`src/rtl/jtag_tap_ctrl.sv`:
```
// IEEE 1149.1 TAP controller with IR, IDCODE/DTMCS/BYPASS data registers and
// the DMI shift-path hookup for the RISC-V debug transport module.
module jtag_tap_ctrl #(
    parameter int unsigned IrLength    = 5,
    parameter logic [31:0] IdcodeValue = 32'h00000001
) (
    input  logic       tck_i,
    input  logic       trst_ni,
    input  logic       tms_i,
    input  logic       td_i,
    output logic       td_o,
    output logic       tdo_oe_o,
    input  logic       testmode_i,
    output logic       test_logic_reset_o,
    output logic       shift_dr_o,
    output logic       update_dr_o,
    output logic       capture_dr_o,
    output logic       dmi_access_o,
    output logic       dtmcs_select_o,
    output logic       dmi_reset_o,
    input  logic [1:0] dmi_error_i,
    output logic       dmi_tdi_o,
    input  logic       dmi_tdo_i
);

    typedef enum logic [3:0] {
        TLR, RTI,
        SEL_DR, CAP_DR, SH_DR, EX1_DR, PAUSE_DR, EX2_DR, UPD_DR,
        SEL_IR, CAP_IR, SH_IR, EX1_IR, PAUSE_IR, EX2_IR, UPD_IR
    } tap_state_e;

    localparam logic [IrLength-1:0] IR_IDCODE = IrLength'(5'h01);
    localparam logic [IrLength-1:0] IR_DTMCS  = IrLength'(5'h10);
    localparam logic [IrLength-1:0] IR_DMI    = IrLength'(5'h11);

    tap_state_e          state_q, state_d;
    logic [IrLength-1:0] ir_q, ir_d;
    logic [IrLength-1:0] ir_shift_q, ir_shift_d;
    logic [31:0]         idcode_q, idcode_d;
    logic [31:0]         dtmcs_q, dtmcs_d;
    logic                bypass_q, bypass_d;
    logic                td_o_q, td_o_d;
    logic                tdo_oe_q, tdo_oe_d;

    logic idcode_select;
    logic bypass_select;
    logic dr_tdo;
    logic tck_n;

    always_comb begin
        state_d = state_q;
        unique case (state_q)
            TLR:      state_d = tms_i ? TLR      : RTI;
            RTI:      state_d = tms_i ? SEL_DR   : RTI;
            SEL_DR:   state_d = tms_i ? SEL_IR   : CAP_DR;
            CAP_DR:   state_d = tms_i ? EX1_DR   : SH_DR;
            SH_DR:    state_d = tms_i ? EX1_DR   : SH_DR;
            EX1_DR:   state_d = tms_i ? UPD_DR   : PAUSE_DR;
            PAUSE_DR: state_d = tms_i ? EX2_DR   : PAUSE_DR;
            EX2_DR:   state_d = tms_i ? UPD_DR   : SH_DR;
            UPD_DR:   state_d = tms_i ? SEL_DR   : RTI;
            SEL_IR:   state_d = tms_i ? TLR      : CAP_IR;
            CAP_IR:   state_d = tms_i ? EX1_IR   : SH_IR;
            SH_IR:    state_d = tms_i ? EX1_IR   : SH_IR;
            EX1_IR:   state_d = tms_i ? UPD_IR   : PAUSE_IR;
            PAUSE_IR: state_d = tms_i ? EX2_IR   : PAUSE_IR;
            EX2_IR:   state_d = tms_i ? UPD_IR   : SH_IR;
            UPD_IR:   state_d = tms_i ? SEL_DR   : RTI;
            default:  state_d = TLR;
        endcase
    end

    assign test_logic_reset_o = (state_q == TLR);
    assign shift_dr_o         = (state_q == SH_DR);
    assign update_dr_o        = (state_q == UPD_DR);
    assign capture_dr_o       = (state_q == CAP_DR);

    assign idcode_select  = (ir_q == IR_IDCODE);
    assign dtmcs_select_o = (ir_q == IR_DTMCS);
    assign dmi_access_o   = (ir_q == IR_DMI);
    assign bypass_select  = !(idcode_select || dtmcs_select_o || dmi_access_o);

    assign dmi_tdi_o   = td_i;
    assign dmi_reset_o = dtmcs_select_o & update_dr_o & dtmcs_q[16];

    always_comb begin
        ir_d       = ir_q;
        ir_shift_d = ir_shift_q;
        unique case (state_q)
            TLR:     ir_d       = IR_IDCODE;
            CAP_IR:  ir_shift_d = IrLength'(1);
            SH_IR:   ir_shift_d = {td_i, ir_shift_q[IrLength-1:1]};
            UPD_IR:  ir_d       = ir_shift_q;
            default: ;
        endcase
    end

    // Only the register picked by the current IR captures or shifts.
    always_comb begin
        idcode_d = idcode_q;
        dtmcs_d  = dtmcs_q;
        bypass_d = bypass_q;
        if (state_q == CAP_DR) begin
            if (idcode_select)  idcode_d = IdcodeValue;
            if (dtmcs_select_o) dtmcs_d  = {14'b0, 1'b0, 1'b0, 1'b0, 3'd1,
                                            dmi_error_i, 6'd7, 4'd1};
            if (bypass_select)  bypass_d = 1'b0;
        end else if (state_q == SH_DR) begin
            if (idcode_select)  idcode_d = {td_i, idcode_q[31:1]};
            if (dtmcs_select_o) dtmcs_d  = {td_i, dtmcs_q[31:1]};
            if (bypass_select)  bypass_d = td_i;
        end
    end

    always_comb begin
        dr_tdo = bypass_q;
        if (dmi_access_o)        dr_tdo = dmi_tdo_i;
        else if (idcode_select)  dr_tdo = idcode_q[0];
        else if (dtmcs_select_o) dr_tdo = dtmcs_q[0];
    end

    always_comb begin
        td_o_d   = 1'b0;
        tdo_oe_d = (state_q == SH_IR) || (state_q == SH_DR);
        if (state_q == SH_IR)      td_o_d = ir_shift_q[0];
        else if (state_q == SH_DR) td_o_d = dr_tdo;
    end

    always_ff @(posedge tck_i or negedge trst_ni) begin
        if (!trst_ni) begin
            state_q    <= TLR;
            ir_q       <= IR_IDCODE;
            ir_shift_q <= '0;
            idcode_q   <= '0;
            dtmcs_q    <= '0;
            bypass_q   <= 1'b0;
        end else begin
            state_q    <= state_d;
            ir_q       <= ir_d;
            ir_shift_q <= ir_shift_d;
            idcode_q   <= idcode_d;
            dtmcs_q    <= dtmcs_d;
            bypass_q   <= bypass_d;
        end
    end

    // TDO launches on the falling edge; scan mode keeps every flop on the true clock.
    assign tck_n = testmode_i ? tck_i : ~tck_i;

    always_ff @(posedge tck_n or negedge trst_ni) begin
        if (!trst_ni) begin
            td_o_q   <= 1'b0;
            tdo_oe_q <= 1'b0;
        end else begin
            td_o_q   <= td_o_d;
            tdo_oe_q <= tdo_oe_d;
        end
    end

    assign td_o     = td_o_q;
    assign tdo_oe_o = tdo_oe_q;

endmodule

```
`config.mk`:
```
export PLATFORM = sky130hd
export DESIGN_NAME = jtag_tap_ctrl
export DESIGN_NICKNAME = d
export VERILOG_FILES = /design/src/rtl/jtag_tap_ctrl.sv
export SDC_FILE = /design/constraint.sdc
export NUM_CORES = 1
export LEC_CHECK = 0
export BUFFER_PORTS_ARGS = -buffer_cell sky130_fd_sc_hd__clkbuf_2
export CORE_ASPECT_RATIO = 1.75
export CORE_UTILIZATION = 39
export CTS_CLUSTER_DIAMETER = 100
export CTS_CLUSTER_SIZE = 25
export DETAILED_ROUTE_END_ITERATION = 8
export GPL_ROUTABILITY_DRIVEN = 0
export PLACE_DENSITY = 0.52
export REMOVE_ABC_BUFFERS = 1
export SLEW_MARGIN = 5
export SYNTH_ARGS = -nofsm -noshare
export SYNTH_HDL_FRONTEND = slang
export SYNTH_SLANG_ARGS = --single-unit
export TNS_END_PERCENT = 50
```
`constraint.sdc`:
```
create_clock -name tck_i -period 2.5 [get_ports tck_i]
set_input_delay 0.5 -clock tck_i [delete_from_list [all_inputs] [get_ports tck_i]]
set_output_delay 0.5 -clock tck_i [all_outputs]
set_load 0.02 [all_outputs]
```
==> report_table.html <==
<table>
<tr><th>Metric</th><th>Value</th></tr>
<tr><th colspan="2">Outcome</th></tr>
<tr><td>Status</td><td>finished with violations</td></tr>
<tr><td>Failing checks</td><td>negative setup slack</td></tr>
<tr><th colspan="2">Timing</th></tr>
<tr><td>Unrepaired setup endpoints after global routing</td><td>yes</td></tr>
<tr><td>Number of pins exceeding their max-slew limit in the final report</td><td>0</td></tr>
<tr><td>Setup Total Neg Slack</td><td>-1060 ps</td></tr>
<tr><td>Final worst clock skew</td><td>roughly 170 ps</td></tr>
<tr><td>Total of endpoints with negative setup slack in the final report</td><td>2</td></tr>
<tr><td>PnR worst setup slack</td><td>-535 ps</td></tr>
<tr><td>Slew HR</td><td>between 30% and 40%</td></tr>
<tr><td>Final Hold Fails</td><td>0</td></tr>
<tr><td>Transition at the pin with the smallest max-transition slack</td><td>approximately 1000 ps</td></tr>
<tr><td>Worst hold slack</td><td>a little over 200 ps</td></tr>
<tr><th colspan="2">Floorplan</th></tr>
<tr><td># IOs</td><td>18</td></tr>
<tr><td>Effective utilization at floorplan</td><td>a little over 40%</td></tr>
<tr><td>Die area</td><td>around 0.0090 sq mm</td></tr>
<tr><td>Die height</td><td>~120 microns</td></tr>
<tr><td>Number of placement rows</td><td>44</td></tr>
<tr><td>Core Area</td><td>a little over 0.008 sq mm</td></tr>
<tr><td>Chip width</td><td>slightly above 70 microns</td></tr>
<tr><th colspan="2">Hold path</th></tr>
<tr><td>Hold/Removal Path Class</td><td>input port to async pin</td></tr>
<tr><th colspan="2">Cells and area</th></tr>
<tr><td>Antenna cell count</td><td>0</td></tr>
<tr><td>Synthesis-to-finish area growth</td><td>23.6%</td></tr>
<tr><td>Layout Nets</td><td>between 300 and 400</td></tr>
<tr><td>Multi-input gate area</td><td>0.00117 sq mm</td></tr>
<tr><td>Fillers</td><td>739</td></tr>
<tr><td>Cell area after layout</td><td>around 0.0041 sq mm</td></tr>
<tr><td>FF/Latch Area</td><td>approximately 0.0020 sq mm</td></tr>
<tr><td>Layout cell share with drive strength beyond 1</td><td>23.1%</td></tr>
<tr><th colspan="2">Worst setup path</th></tr>
<tr><td>Worst endpoint data arrival time</td><td>between 2000 and 3000 ps</td></tr>
<tr><td>Beginning of the worst register-to-register path</td><td>ir_q[0]$_DFFE_PN1P_</td></tr>
<tr><td>CP max-delay cell</td><td>dfrtp_1</td></tr>
<tr><td>Endpoint type of the worst setup path</td><td>output port</td></tr>
<tr><td>Sum of buffers and inverters on the critical path</td><td>1</td></tr>
<tr><td>Largest stage delay, worst path</td><td>380 ps</td></tr>
<tr><td>Cell type group with the largest total delay on the critical path</td><td>flip-flops</td></tr>
<tr><td>Critical path start-end classification</td><td>flop to output port</td></tr>
<tr><td>Critical path origin</td><td>tdo_oe_o$_DFF_PN0_</td></tr>
<tr><td>Crit path required time</td><td>2000 ps</td></tr>
<tr><td>Register-to-register setup slack</td><td>roughly 70 ps</td></tr>
<tr><td>Nature of the critical path startpoint</td><td>flop</td></tr>
<tr><td>Highest fanout seen on the critical path</td><td>1</td></tr>
<tr><td>Cell-by-cell listing of the critical path</td><td>buf_6</td></tr>
<tr><th colspan="2">Synthesis</th></tr>
<tr><td>Count of distinct cell types in the synthesized netlist</td><td>44</td></tr>
<tr><td>Area share of the leading cell type in the synthesized netlist</td><td>59.8%</td></tr>
<tr><td>Cell type with the largest total area after synthesis</td><td>dfrtp_1</td></tr>
<tr><td>Count of mapped cells out of synthesis</td><td>269</td></tr>
<tr><td>Flops &amp; latches, synth</td><td>about 80</td></tr>
<tr><td>Synthesized area</td><td>0.00335 sq mm</td></tr>
<tr><td>Syn Area/Cell</td><td>~12 sq um</td></tr>
<tr><td>Yosys warns</td><td>0</td></tr>
<tr><td>Sequential area share after synthesis</td><td>~60%</td></tr>
<tr><td>Post-synth EDFFs</td><td>0</td></tr>
<tr><td>Share of synthesized flip-flops with an asynchronous set or reset</td><td>100%</td></tr>
<tr><td>Prevailing post-synth register cell</td><td>dfrtp_1</td></tr>
<tr><td>Top post-synthesis cells by area</td><td>dfrtp_1 (60%), a22o_1 (15%), a21oi_1 (1.5%)</td></tr>
<tr><th colspan="2">Clock tree</th></tr>
<tr><td>Clock edge transition at the registers on the reported setup and hold paths</td><td>~30 ps</td></tr>
<tr><td>Setup Buffers After CTS</td><td>0</td></tr>
<tr><td>Clock insertion delay at the later pin of the skew report</td><td>730 ps</td></tr>
<tr><td>Clock tree from TritonCTS</td><td>yes</td></tr>
<tr><th colspan="2">Global route</th></tr>
<tr><td>Wire length of the first global-routing pass</td><td>roughly 11 mm</td></tr>
<tr><td>GRT Overall Usage</td><td>approximately 17%</td></tr>
<tr><td>Number of global-route vias before repair</td><td>roughly 2400</td></tr>
<tr><td>Initial antenna violation count</td><td>0</td></tr>
<tr><td>Aggregate global routing overflow</td><td>0</td></tr>
<tr><td>Pin count of the biggest net entering global routing</td><td>between 70 and 80</td></tr>
<tr><th colspan="2">Power and ir drop</th></tr>
<tr><td>Leakage power total</td><td>1.97 nW</td></tr>
<tr><td>Logic gate share of total power</td><td>around a quarter</td></tr>
<tr><td>Largest vdd supply drop</td><td>0.520 mV</td></tr>
<tr><td>Ratio of total power to cell area</td><td>around 1100 mW/mm^2</td></tr>
<tr><td>Internal power</td><td>around 3.3 mW</td></tr>
<tr><td>Flop pwr share</td><td>around a third</td></tr>
<tr><td>Clk network pwr share</td><td>between 40% and 50%</td></tr>
<tr><td>Sw frac</td><td>between 20% and 30%</td></tr>
<tr><td>Switch Pwr</td><td>between 1 and 1.5 mW</td></tr>
<tr><td>Overall power after layout</td><td>4.70 mW</td></tr>
<tr><th colspan="2">Routing</th></tr>
<tr><td>Detailed Route WL</td><td>6.76 mm</td></tr>
<tr><td>Via density</td><td>roughly 5.4</td></tr>
<tr><td>Number of vias after detailed routing</td><td>approximately 2300</td></tr>
<tr><td>Number of nets with antenna violations after routing</td><td>0</td></tr>
<tr><td>Number of remaining DRC errors</td><td>0</td></tr>
<tr><td>Iteration-0 DRC Markers</td><td>190</td></tr>
<tr><td>1st-pass router iterations</td><td>5</td></tr>
<tr><td>Routed WL per cell</td><td>between 15 and 20 microns</td></tr>
<tr><th colspan="2">Placement</th></tr>
<tr><td>Placed cell area</td><td>around 0.0036 sq mm</td></tr>
<tr><td>Port-buffer cells</td><td>17</td></tr>
<tr><td>Post-Place Setup Slack</td><td>-88.0 ps</td></tr>
<tr><td>Detailed-placement wirelength estimate</td><td>roughly 4.2 mm</td></tr>
<tr><th colspan="2">Flow run</th></tr>
<tr><td>Number of violations of the max-capacitance limit</td><td>0</td></tr>
</table>
[flip-flops by register name, summed over array words and instances, names as in the netlist]
register	count
state_q	4
tdo_oe_o	1
dtmcs_q	32
idcode_q	32
td_o	1
ir_q	5
bypass_q	1
ir_shift_q	5
[worst paths after layout]
kind	cells past startpoint	to
max	1	tdo_oe_o
min	2	tdo_oe_o$_DFF_PN0_
max reg2reg	3	td_o$_DFF_PN0_
min reg2reg	2	td_o$_DFF_PN0_
max in group asynchronous	2	td_o$_DFF_PN0_
min in group tck_i	3	dtmcs_q[11]$_DFFE_PN0P_
[cell usage in the layout, fill, tap and decap left out, drive strengths merged, types with 2 or more instances in the layout]
cell type  Yosys  routed
nor3b          2       2
nor3           3       3
nor4b          2       2
a21oi         10      10
a2bb2oi        3       3
o22ai          7       7
nand3          4       4
o22a           5       5
bufinv         0       2
clkbuf        11      31
and3           4       4
nand2         11      11
o31ai          2       2
or4b           2       2
or3            2       2
a211oi         4       4
o21ai          9       9
buf           12      24
a22o          57      57
nand2b         3       3
a22oi          2       2
o211ai         2       2
inv            7       8
nor2          10      10
dfrtp         80      80
nor2b          3       3
a211o          2       2
[logic make-up (layout without fill, tap and decap cells)]
kind of cell | count (synthesis) | after routing | synth area share (%)
AOI/OAI and AO/OA | 105 | 105 | 24.9
DFF | 81 | 81 | 60.6
and+or+nand+nor | 51 | 51 | 9.12
buffers and inverters | 30 | 68 | 4.78
xor gates and xnor gates | 1 | 1 | 0.262
muxes | 1 | 1 | 0.336
[repair_timing]
item,in CTS,in global routing
pin swaps,1,1
gates resized for setup,4,6
setup endpoints to repair,4,3
hold buffers,1,0
hold endpoints to repair,6,0
[final cells by class]
type	instances	share of cell area (%)
clock inverter	5	1.97
sequential	81	49.0
timing repair buffer	39	6.54
tap	115	3.48
inverter	7	0.635
clock buffer	17	10.0
multi-input combinational	158	28.3
[per-stage QoR]
stage,util [%],cells
floorplan,-,246
global placement,43.3,399
detailed placement,43.3,399
CTS,49.6,422
global route,49.7,422
finish,49.7,422
[per-layer routing]
layer	up-vias	wire (microns)	global-route usage (%)
li1	1082	-	-
met1	1138	3030	22.0
met2	53	3320	25.5
met3	14	239	5.26
met4	0	170	11.3
met5	-	0	0
[synth_stat cells (all sizes together), types with 4 or more instances]
cell,n
and3,4
nand3,4
o22ai,7
dfrtp,80
nor2,10
a22o,57
inv,7
nand2,11
buf,12
a21oi,10
clkbuf,11
a211oi,4
o21ai,9
o22a,5
[power groups by stage]
stage / Combinational, mW / Clock, mW / Sequential (mW)
2_1_floorplan: 0.589 / 0.0168 / 1.68
3_3_place_gp: 1.10 / 0.0167 / 1.59
3_5_place_dp: 1.12 / 0.0167 / 1.59
4_1_cts: 1.14 / 2.03 / 1.57
5_1_grt: 1.26 / 2.10 / 1.59
6_report: 1.14 / 1.99 / 1.57
Note: power is estimated with default switching activity, not from simulation.
